===== src/rtl/inertial_fusion_integ.sv =====
// Pitch integrator with start-up gyro offset calibration and accel-pitch fusion.
// One sample per vld. ptch/ptch_vld follow one clock after the sample edge.
module inertial_fusion_integ #(
  parameter int                DATA_W     = 16,
  parameter int                FRAC_W     = 11,
  parameter int                CAL_LOG2   = 4,
  parameter logic [DATA_W-1:0] RT_OFF_DEF = 16'h03C2,
  parameter logic [DATA_W-1:0] AZ_OFFSET  = 16'hFE80,
  parameter logic [11:0]       FUDGE      = 12'd327,
  parameter int                FUDGE_SH   = 13,
  parameter int                FUSE_STEP  = 1024,
  parameter bit                BYPASS_CAL = 1'b0
) (
  input  logic              clk,
  input  logic              rst,
  input  logic              vld,
  input  logic [DATA_W-1:0] ptch_rt,
  input  logic [DATA_W-1:0] AZ,
  input  logic              cal_req,
  output logic [DATA_W-1:0] ptch,
  output logic              ptch_vld,
  output logic              cal_done,
  output logic [DATA_W-1:0] rt_offset
);

  localparam int INT_W  = DATA_W + FRAC_W;
  localparam int SUM_W  = DATA_W + CAL_LOG2;
  localparam int PROD_W = DATA_W + 14;
  localparam logic [INT_W+1:0]    FUSE_P   = (INT_W+2)'(FUSE_STEP);
  localparam logic [CAL_LOG2-1:0] CAL_LAST = '1;
  localparam logic [CAL_LOG2-1:0] CAL_ONE  = CAL_LOG2'(1);

  typedef enum logic {CAL, RUN} state_t;

  state_t              state;
  logic [INT_W-1:0]    ptch_int;
  logic [SUM_W-1:0]    cal_sum;
  logic [CAL_LOG2-1:0] cal_count;

  logic [SUM_W-1:0]         cal_sum_nxt;
  logic [DATA_W:0]          comp;
  logic [DATA_W:0]          az_c;
  logic [PROD_W-1:0]        prod;
  logic signed [PROD_W-1:0] shifted;
  logic [PROD_W-DATA_W:0]   acc_hi;
  logic                     acc_ok;
  logic [DATA_W-1:0]        acc;
  logic [INT_W+1:0]         fuse;
  logic [INT_W+1:0]         nxt;
  logic [2:0]               nxt_hi;
  logic                     nxt_ok;
  logic [INT_W-1:0]         nxt_sat;

  assign ptch = ptch_int[INT_W-1:FRAC_W];

  assign cal_sum_nxt = cal_sum + {{CAL_LOG2{ptch_rt[DATA_W-1]}}, ptch_rt};

  // Differences are formed one bit wider so extreme inputs cannot wrap.
  assign comp = {ptch_rt[DATA_W-1], ptch_rt} - {rt_offset[DATA_W-1], rt_offset};
  assign az_c = {AZ[DATA_W-1], AZ} - {AZ_OFFSET[DATA_W-1], AZ_OFFSET};

  // Low PROD_W bits of a sign-extended x zero-extended product are the signed product.
  assign prod    = {{13{az_c[DATA_W]}}, az_c} * {{(DATA_W+2){1'b0}}, FUDGE};
  assign shifted = $signed(prod) >>> FUDGE_SH;
  assign acc_hi  = shifted[PROD_W-1:DATA_W-1];
  assign acc_ok  = (&acc_hi) | ~(|acc_hi);
  assign acc     = acc_ok ? shifted[DATA_W-1:0]
                          : {shifted[PROD_W-1], {(DATA_W-1){~shifted[PROD_W-1]}}};

  assign fuse = ($signed(acc) > $signed(ptch)) ? FUSE_P : -FUSE_P;

  assign nxt = {{2{ptch_int[INT_W-1]}}, ptch_int}
             - {{(INT_W+1-DATA_W){comp[DATA_W]}}, comp}
             + fuse;
  assign nxt_hi  = nxt[INT_W+1:INT_W-1];
  assign nxt_ok  = (&nxt_hi) | ~(|nxt_hi);
  assign nxt_sat = nxt_ok ? nxt[INT_W-1:0]
                          : {nxt[INT_W+1], {(INT_W-1){~nxt[INT_W+1]}}};

  always_ff @(posedge clk) begin
    if (rst) begin
      state     <= BYPASS_CAL ? RUN : CAL;
      cal_done  <= BYPASS_CAL;
      ptch_int  <= '0;
      ptch_vld  <= 1'b0;
      cal_count <= '0;
      cal_sum   <= '0;
      rt_offset <= RT_OFF_DEF;
    end else begin
      ptch_vld <= 1'b0;
      // A recalibration request drops any same-cycle sample.
      if (cal_req && !BYPASS_CAL) begin
        state     <= CAL;
        cal_done  <= 1'b0;
        cal_sum   <= '0;
        cal_count <= '0;
        ptch_int  <= '0;
      end else if (state == CAL) begin
        ptch_int <= '0;
        if (vld) begin
          if (cal_count == CAL_LAST) begin
            rt_offset <= cal_sum_nxt[SUM_W-1:CAL_LOG2];
            cal_sum   <= '0;
            cal_count <= '0;
            state     <= RUN;
            cal_done  <= 1'b1;
          end else begin
            cal_sum   <= cal_sum_nxt;
            cal_count <= cal_count + CAL_ONE;
          end
        end
      end else if (vld) begin
        ptch_int <= nxt_sat;
        ptch_vld <= 1'b1;
      end
    end
  end

endmodule


===== config.mk =====
export PLATFORM = sky130hd
export DESIGN_NAME = inertial_fusion_integ
export DESIGN_NICKNAME = d
export VERILOG_FILES = /design/src/rtl/inertial_fusion_integ.sv
export SDC_FILE = /design/constraint.sdc
export NUM_CORES = 1
export LEC_CHECK = 0
export ABC_CLOCK_PERIOD_IN_PS = 24500
export BUFFER_PORTS_ARGS = -buffer_cell sky130_fd_sc_hd__buf_2
export CORE_MARGIN = 2
export CORE_UTILIZATION = 58
export CTS_CLUSTER_DIAMETER = 30
export CTS_CLUSTER_SIZE = 25
export DETAILED_ROUTE_END_ITERATION = 6
export PLACE_DENSITY = 0.77
export SYNTH_ARGS = -nofsm -noshare
export SYNTH_HDL_FRONTEND = slang
export SYNTH_SLANG_ARGS = --single-unit

===== constraint.sdc =====
create_clock -name clk -period 24.5 [get_ports clk]
set_input_delay 1.225 -clock clk [delete_from_list [all_inputs] [get_ports clk]]
set_output_delay 1.225 -clock clk [all_outputs]
set_load 0.01 [all_outputs]

* Yosys cells after proc, flatten, opt, wreduce, memory -nomap -nowiden
Cells that the tools add are included.
W data, S select, Z words.
** Storage, ports and cells
- Input bits :: 36
- Output and inout bits :: 34
- Logic and storage cells :: 42
- Register bits after elaboration :: 70
** Cells by class
- Equal/unequal tests :: 1
- $add $sub $neg :: 6
- Mux-type cells :: 9
- Bitwise operators :: 8
- $mul :: 1
- Reduce and logical (&&, ||, !) cells :: 9
- $lt $le $gt $ge :: 1
** Operators with widths (count)
- $add A29 B29 Y29 :: 1
- $mux W29 :: 1
- $sub A27 B17 Y28 :: 1
- $mul A17 B10 Y27 const B :: 1
- $mux W27 :: 1
- $add A20 B20 Y20 :: 1
- $mux W20 :: 1
- $sub A16 B10 Y17 const B :: 1
- $sub A16 B16 Y17 :: 1
- $gt A16 B16 Y1 :: 1
- $mux W15 :: 1
- $not A1 Y1 :: 6
- $reduce_and A3 Y1 :: 2
- $reduce_or A3 Y1 :: 2
- $add A4 B1 Y4 const B :: 1
- $eq A4 B4 Y1 const B :: 1
- $mux W1 :: 4
- $mux W4 :: 1
- $reduce_and A2 Y1 :: 2
- $reduce_and A4 Y1 :: 1
- $reduce_or A2 Y1 :: 2
- $or A1 B1 Y1 :: 2

* Depth between registers and ports, before layout
Gate-level depths: netlist of run 1.
- Word-level depth :: 13
- Mapped depth :: 46
- Depth with buffers taken out :: 44

* Least setup slack after synthesis of run 1
OpenSTA, ideal clock, no wires.
- Kind :: input-to-reg
- Start point :: in AZ[9]
- End point :: reg ptch_int[0]
- Data arrival time :: 11.093 ns
- Cell stages on the path :: 43
- Slack :: 13.320 ns
- Cells stage by stage :: and3_1 -> nand3_1 -> a21oi_1 -> nand2_1 -> nand2_1 -> inv_1 -> ha_1 -> ha_1 -> fa_1 -> fa_1 -> inv_1 -> fa_1 -> inv_1 -> ha_1 -> or3_1 -> o2111ai_1 -> a31oi_1 -> a21oi_1 -> (+7 left out) -> a21o_1 -> o211a_1 -> clkinv_1 -> buf_1 -> xnor2_1 -> ha_1 -> a21o_1 -> a21oi_1 -> or3_1 -> a211oi_1 -> o22ai_1 -> a221oi_2 -> o221ai_1 -> o211a_2 -> o32ai_4 -> buf_6 -> nand2_1 -> a221oi_2
** On the way
- Cells in the longest elaborated chain, start to end :: 13
** RTL lines
- from (decl) :: line 18 : input logic [DATA_W-1:0] AZ,
- $sub A16 B10 Y17 (*) :: line 60 : assign az_c = {AZ[DATA_W-1], AZ} - {AZ_OFFSET[DATA_W-1], AZ_OFFSET};
- $mul A17 B10 Y27 (*) :: line 63 : assign prod = {{13{az_c[DATA_W]}}, az_c} * {{(DATA_W+2){1'b0}}, FUDGE};
- $reduce_or A2 Y1 :: line 66 : assign acc_ok = (&acc_hi) | ~(|acc_hi);
- $not A1 Y1 :: line 66
- $or A1 B1 Y1 :: line 66
- $mux W15 :: line 67 : assign acc = acc_ok ? shifted[DATA_W-1:0]
- $gt A16 B16 Y1 (*) :: line 70 : assign fuse = ($signed(acc) > $signed(ptch)) ? FUSE_P : -FUSE_P;
- $mux W29 (*) :: line 70
- $add A29 B29 Y29 (*) :: line 74 : + fuse;
- $reduce_or A3 Y1 :: line 76 : assign nxt_ok = (&nxt_hi) | ~(|nxt_hi);
- $not A1 Y1 :: line 76
- $or A1 B1 Y1 :: line 76
- $mux W27 (*) :: line 77 : assign nxt_sat = nxt_ok ? nxt[INT_W-1:0]
- to (signal assigned) :: line 113 : ptch_int <= nxt_sat;
- to (decl) :: line 36 : logic [INT_W-1:0] ptch_int;
Mark *: on every way between the ends. The rest lies on a longest branch, timed or not.
A chain may end at the register's enable or synchronous reset.

* Worst setup path after layout of run 1
- Start point :: in AZ[7]
- End point :: reg ptch_int[17]
Same word-level chain as after synthesis.

==> results of run 1 <==
## final cells by class
cell class / instances / area, um^2
clock buffers: 9 / 225.2
clock inverters: 7 / 120.1
fillers: 1551 / 6287
inverters: 212 / 795.8
multi-input cells: 932 / 7915
flip-flops and latches: 70 / 1401
well taps: 225 / 281.5
repair buffers: 75 / 390.4
## sequential cells by signal, summed over array words and instances, names as in the netlist
signal	flops
cal_count	4
cal_done	1
cal_sum	20
ptch_int	27
ptch_vld	1
rt_offset	16
state	1
## metal layers
| layer | wire [um] | global-route usage [%] | share of wire [%] | up-vias |
|---|---|---|---|---|
| li1 | - | - | - | 4437 |
| met1 | 11060 | 35.82 | 44 | 4257 |
| met2 | 11900 | 47.10 | 48 | 242 |
| met3 | 1286 | 4.673 | 5.2 | 45 |
| met4 | 660 | 8.560 | 2.7 | 0 |
| met5 | 0 | 0 | 0 | - |
## metrics by stage
| stage | power [uW] | hold WS (ns) | cell area, um^2 |
|---|---|---|---|
| after floorplan | 656.8 | 0.4597 | 10380 |
| after global placement | 760.9 | 0.4629 | 10780 |
| after detailed placement | 788.9 | 0.4614 | 10780 |
| after CTS | 949.8 | 0.4836 | 11130 |
| after global routing | 1055 | 0.5114 | 11130 |
| final | 948.9 | 0.4790 | 11130 |
## path summary, 6_finish.rpt
| check | slack (ns) | endpoint | cells past startpoint |
|---|---|---|---|
| min reg2reg | 0.48 | cal_done$_SDFFE_PP0P_ | 2 |
| max | 10.74 | ptch_int[17]$_SDFFE_PP0P_ | 43 |
| max reg2reg | 17.30 | ptch_int[17]$_SDFFE_PP0P_ | 20 |
| min | 0.48 | cal_done$_SDFFE_PP0P_ | 2 |
## worst min-delay path: stages (launching register included)
cell and delay [ns]:
dfxtp_1 0.33, nor2_1 0.05, nor2_1 0.07
## cells in the final DEF, fill, tap and decap left out, drive strengths merged, types with 9 or more instances in the layout
cell type | netlist | routed
a21oi | 72 | 72
a22oi | 17 | 17
nand2b | 14 | 14
dfxtp | 70 | 70
clkbuf | 24 | 9
inv | 211 | 212
ha | 152 | 152
buf | 25 | 75
a31oi | 12 | 12
o211ai | 17 | 17
fa | 72 | 72
o21ai | 43 | 43
a21o | 18 | 18
o21a | 13 | 13
nor2 | 83 | 83
a211oi | 13 | 13
xor2 | 16 | 16
nand3 | 21 | 21
nor3 | 28 | 28
or2 | 10 | 10
and3 | 21 | 21
xnor2 | 62 | 62
nand2 | 99 | 99
or3 | 12 | 12
a221oi | 27 | 27
## cells by family after synthesis
family                   synth area share (%)
AO/OA/AOI/OAI                           22.06
XOR/XNOR                                6.583
adder cells (fa/ha/maj)                 32.32
buffers and inverters                   10.27
flip-flops                              13.50
multiplexers                           0.4823
AND/OR/NAND/NOR                         14.77
## power by group through the flow
stage | Combinational [uW] | Clock (uW) | Sequential (uW)
finish | 678 | 154 | 116
CTS | 677 | 156 | 116
global route | 777 | 161 | 116
floorplan | 538 | 0 | 119
detailed placement | 670 | 0 | 119
global placement | 642 | 0 | 119
==> flow_summary.ini, run 1 <==
[global_routing]
overflow = 0
grt_pass1_vias = 8799
antenna_found_initial = 0
grt_util_all_layers_pct = 27.65
grt_pass1_wl_um = 41590
grt_max_degree = 31

[final_layout]
fin_util_pct = 63.90
drive_gt1_share_pct = 11.03
antenna_cells = 0
nNetsFinal = 1560
area_growth_syn_to_layout_pct = 7.246
fin_cells = 1530

[outcome]
outcome = completed

[setup_path]
crit_buf_inv = 5
worst_ep_required_time_ns = 24.75
startpoint = AZ[7]
crit_family = compound AO/OA/AOI/OAI gates
cp-start-kind = primary input
cpMostUsedCell = ha_1
end_kind = flop
crit_path_max_fanout = 30
worst-setup-path-type = in2reg
slowest_delay_ns = 0.93
critPathSlowestCell = o32ai_4
cp.arrival_ns = 14.01
rr_startpoint = ptch_int[26]$_SDFFE_PP0P_

[timing]
finalSetupViolations = 0
clock.fmax_ghz = 0.07268
fin_ws_ns = 10.74
relSlewSlack_pct = 28.19
min_period_ns = 13.76
finalHoldViolCount = 0
finalClockSkew_ns = 0.007576
worst_pin_slew_ns = 1.077
finalCritPeriodShare_pct = 56.16
setup_tns_ns = 0
maxSlewViolCount = 0
rsz0062_at_grt = no

[routing]
wl_um = 24900
ant_nets = 0
firstDrtPassIters = 5
avgViaCountPerCell = 5.870
routedWlPerCell_um = 16.28
drcViolationCount = 0
vias = 8981
drtIter0Drc = 620

[clock_network]
ctsHoldBuffers = 0
postCtsSetupBuffers = 0
cts_buffers = 9
cts_tree = built
cts_resized = 0
clk_latency_ns = 0.35
clock_path_buffers = 2
htreeDepth = 3
clockRootBuffer = clkbuf_16
clk_pin_slew_worst_paths_ns = 0.06
numClockSinks = 70

[logic_synthesis]
netlist_area_um2 = 10380
syn_inst = 1263
synth.most_common_cell = inv_1
synth.area.top_cells = ha_1 18%, fa_1 14%, dfxtp_1 14%
ys_ff_latch = 70
synth.yosys.seq_area_share_pct = 13.50
synth_top_area_share_pct = 18.33
avgSynthCellArea_um2 = 8.217
ys_warn_count = 0
synth_ff_type = dfxtp_1
synth_edf_count = 0
synthArstFlopShare_pct = 0
yosysUniqueCellTypes = 83
synthTopCellsByCount = 211 x inv_1, 152 x ha_1, 98 x nand2_1
synth_top_cell_by_area = ha_1
syn_nets = 1523

[floorplan]
die_w_um = 137.8
fp-row-count = 48
io_pins = 70
start_util_pct = 59.58
die_y_um = 137.8
core-area_um2 = 17420
die-area_um2 = 18980

[power_and_ir_drop]
max-vdd-ir-drop_mv = 0.06358
p_per_area_nw_per_um2 = 85.26
p_leak_uw = 0.005340
switchingPower_uw = 451.5
combPwrFrac_pct = 71.5
clkPwrFrac_pct = 16.2
p_sw_share_pct = 47.58
p_seq_share_pct = 12.3
p_int_uw = 497.5

[placement]
pre_cts_ws_ns = 10.67
place_inst = 1514
place_hpwl_um = 19960
globalplace.congestion = 0.9216
io_buffers = 69

[job]
maxCapViolations = 0

[min_path]
min_from = cal_done$_SDFFE_PP0P_
hp-class = reg2reg
Note: power is estimated with default switching activity, not from simulation.
==> run 2: changes to the inputs <==
- ABC_AREA: not set -> 1
- ABC_CLOCK_PERIOD_IN_PS: 24500 -> 12700
- clock period: 24.5 -> 12.7 ns (I/O delays scaled with it)
==> run 2 against run 1 <==
  * First-iteration DRC count fell by 9.5%
  * Synthesized cell count rose by 28%
  * Area after synthesis rose by 6.1%
  * Cell count rose by 25%
  * Clock-buffer cell count rose by 1
  * Sequential share of layout area fell by 0.63 points
  * Total power rose by 100%
  * Non-clock buffer count fell by 3
  * Largest power group unchanged
==> flow_summary.ini, run 2 <==
[global_routing]
antenna_found_initial = 0
grt_max_degree = 28
overflow = 0
grt_pass1_wl_um = 44720
grt_util_all_layers_pct = 27.77
grt_pass1_vias = 9490

[timing]
rsz0062_at_grt = no
min_period_ns = 10.46
finalCritPeriodShare_pct = 82.35
finalSetupViolations = 0
setup_tns_ns = 0
finalHoldViolCount = 0
finalClockSkew_ns = 0.009918
clock.fmax_ghz = 0.09561
relSlewSlack_pct = 26.88
maxSlewViolCount = 0
worst_pin_slew_ns = 1.094

[floorplan]
core-area_um2 = 18640
fp-row-count = 50
io_pins = 70
die_w_um = 141.8
die-area_um2 = 20100
die_y_um = 141.8
start_util_pct = 59.07

[final_layout]
antenna_cells = 0
largest_reg_flops = 27
final_common_cell = nand2_1
finalInstanceArea_um2 = 11720
fillers = 1747
largest_register = ptch_int
final_cell_mix = 397 x nand2_1, 358 x inv_1, 152 x ha_1, 106 x a21oi_1, 82 x nor2_1
multi_input_comb_area_um2 = 8008
largestRegisters = ptch_int (27), cal_sum (20), rt_offset (16)
area_growth_syn_to_layout_pct = 6.386
seq_area_um2 = 1401
nNetsFinal = 1927
drive_gt1_share_pct = 10.29

[placement]
placed_area_um2 = 11440
place_hpwl_um = 22810
globalplace.congestion = 0.9515
io_buffers = 69

[setup_path]
cp.arrival_ns = 10.63
crit_path_max_fanout = 26
startpoint = AZ[7]
worst_ep_required_time_ns = 12.87
cpMostUsedCell = nand2_1
worst-setup-path-type = in2reg
worstReg2RegEnd = ptch_int[13]$_SDFFE_PP0P_
reg2reg_depth = 26
r2r_slack_ns = 7.31
cp-start-kind = primary input
endpoint = ptch_int[13]$_SDFFE_PP0P_
slowest_delay_ns = 0.86
rr_startpoint = rt_offset[2]$_SDFFE_PP0P_
end_kind = flop
critPathSlowestCell = a21oi_4

[power_and_ir_drop]
p_per_area_nw_per_um2 = 163.6
max-vdd-ir-drop_mv = 0.1175
p_leak_uw = 0.006544
power_uw = 1917

[routing]
drtIter0Drc = 561
avgViaCountPerCell = 5.188
vias = 9889
firstDrtPassIters = 6
ant_nets = 0
drcViolationCount = 0
wl_um = 27090
routedWlPerCell_um = 14.21

[logic_synthesis]
synth.area.top_cells = ha_1 17%, nand2_1 14%, fa_1 13%
synth_ff_type = dfxtp_1
synth_edf_count = 0
synth.most_common_cell = nand2_1
synth_top_cell_by_area = ha_1
synth_top_area_share_pct = 17.27
ys_ff_latch = 70
synth.yosys.seq_area_share_pct = 12.73
synthTopCellsByCount = 397 x nand2_1, 358 x inv_1, 152 x ha_1
syn_nets = 1878
ys_warn_count = 0
netlist_area_um2 = 11010
synthArstFlopShare_pct = 0
syn_inst = 1618
avgSynthCellArea_um2 = 6.806
yosysUniqueCellTypes = 49

[outcome]
outcome = completed

[clock_network]
cts_tree = built
clock_path_buffers = 2
cts_buffers = 9
htreeDepth = 3
numClockSinks = 70
ctsHoldBuffers = 0
cts_resized = 0
clk_pin_slew_worst_paths_ns = 0.06
clk_latency_ns = 0.34
postCtsSetupBuffers = 0
clockRootBuffer = clkbuf_16

[job]
maxCapViolations = 0

[min_path]
hp-class = reg2reg
==> run 2: changes by cell type in the layout (fill, tap and decap cells not counted), moves of 31 or more <==
cell / before / now
nand2_1: 98 / 397
inv_1: 211 / 358
a21oi_1: 71 / 106
xnor2_1: 62 / 27
xor2_1: 16 / 49
nand2_2: 1 / 32
==> run 2: worst min path at each step <==
stage / from / endpoint / slack [ns] / cells past startpoint
floorplan: cal_sum[0]$_SDFFE_PP0P_ / cal_sum[0]$_SDFFE_PP0P_ / 0.45 / 2
global placement: cal_done$_SDFFE_PP0P_ / cal_done$_SDFFE_PP0P_ / 0.45 / 2
detailed placement: cal_sum[16]$_SDFFE_PP0P_ / cal_sum[16]$_SDFFE_PP0P_ / 0.46 / 2
CTS: cal_sum[16]$_SDFFE_PP0P_ / cal_sum[16]$_SDFFE_PP0P_ / 0.47 / 2
global route: cal_sum[8]$_SDFFE_PP0P_ / cal_sum[8]$_SDFFE_PP0P_ / 0.49 / 2
finish: cal_sum[8]$_SDFFE_PP0P_ / cal_sum[8]$_SDFFE_PP0P_ / 0.47 / 2
==> run 2: where the power goes <==
part	total [uW]	leakage [uW]	internal, uW	switching (uW)
Clock	242	0.000133	134	108
Combinational	1450	0.00584	552	898
Sequential	224	0.000566	223	1.74
Total	1920	0.00654	909	1010
==> run 2: cell families after synthesis <==
| kind of cell | synth area share (%) |
|---|---|
| compound gates | 11.83 |
| xor+xnor | 6.045 |
| fa+ha+maj | 30.36 |
| buf+inv | 14.56 |
| flops | 12.73 |
| simple gates | 24.49 |
==> run 2: area by class of cell <==
type	instances	share of cell area, %
inverters	364	11.68
multi-input cells	1150	68.35
repair buffers	72	3.140
clock inverters	6	0.4059
clock buffers	10	1.955
flip-flops and latches	70	11.96
well taps	234	2.499
==> run 2: stage by stage <==
stage	worst slack (ns)	hold slack, ns	utilization [%]	std cells
6_report	2.241	0.4703	62.84	1906
5_1_grt	1.229	0.4857	62.84	1906
3_3_place_gp	2.351	0.4549	61.36	1890
2_1_floorplan	3.757	0.4491	-	1618
4_1_cts	2.265	0.4717	62.84	1906
3_5_place_dp	1.918	0.4620	61.36	1890
==> run 2: critical path: cells and delay by family <==
kind,cells,cell delay (ns)
AOI/OAI and AO/OA,11,2.58
and+or+nand+nor,18,2.78
adders and majority gates,8,3.41
xor gates and xnor gates,1,0.26
buffers and inverters,8,0.93
==> run 2: metal layers <==
| layer | vias to the layer above | GRT usage [%] | wire, um |
|---|---|---|---|
| li1 | 5109 | - | - |
| met5 | - | 0 | 0 |
| met4 | 0 | 9.158 | 746 |
| met2 | 205 | 49.77 | 13290 |
| met1 | 4520 | 34.83 | 12110 |
| met3 | 55 | 3.105 | 940 |
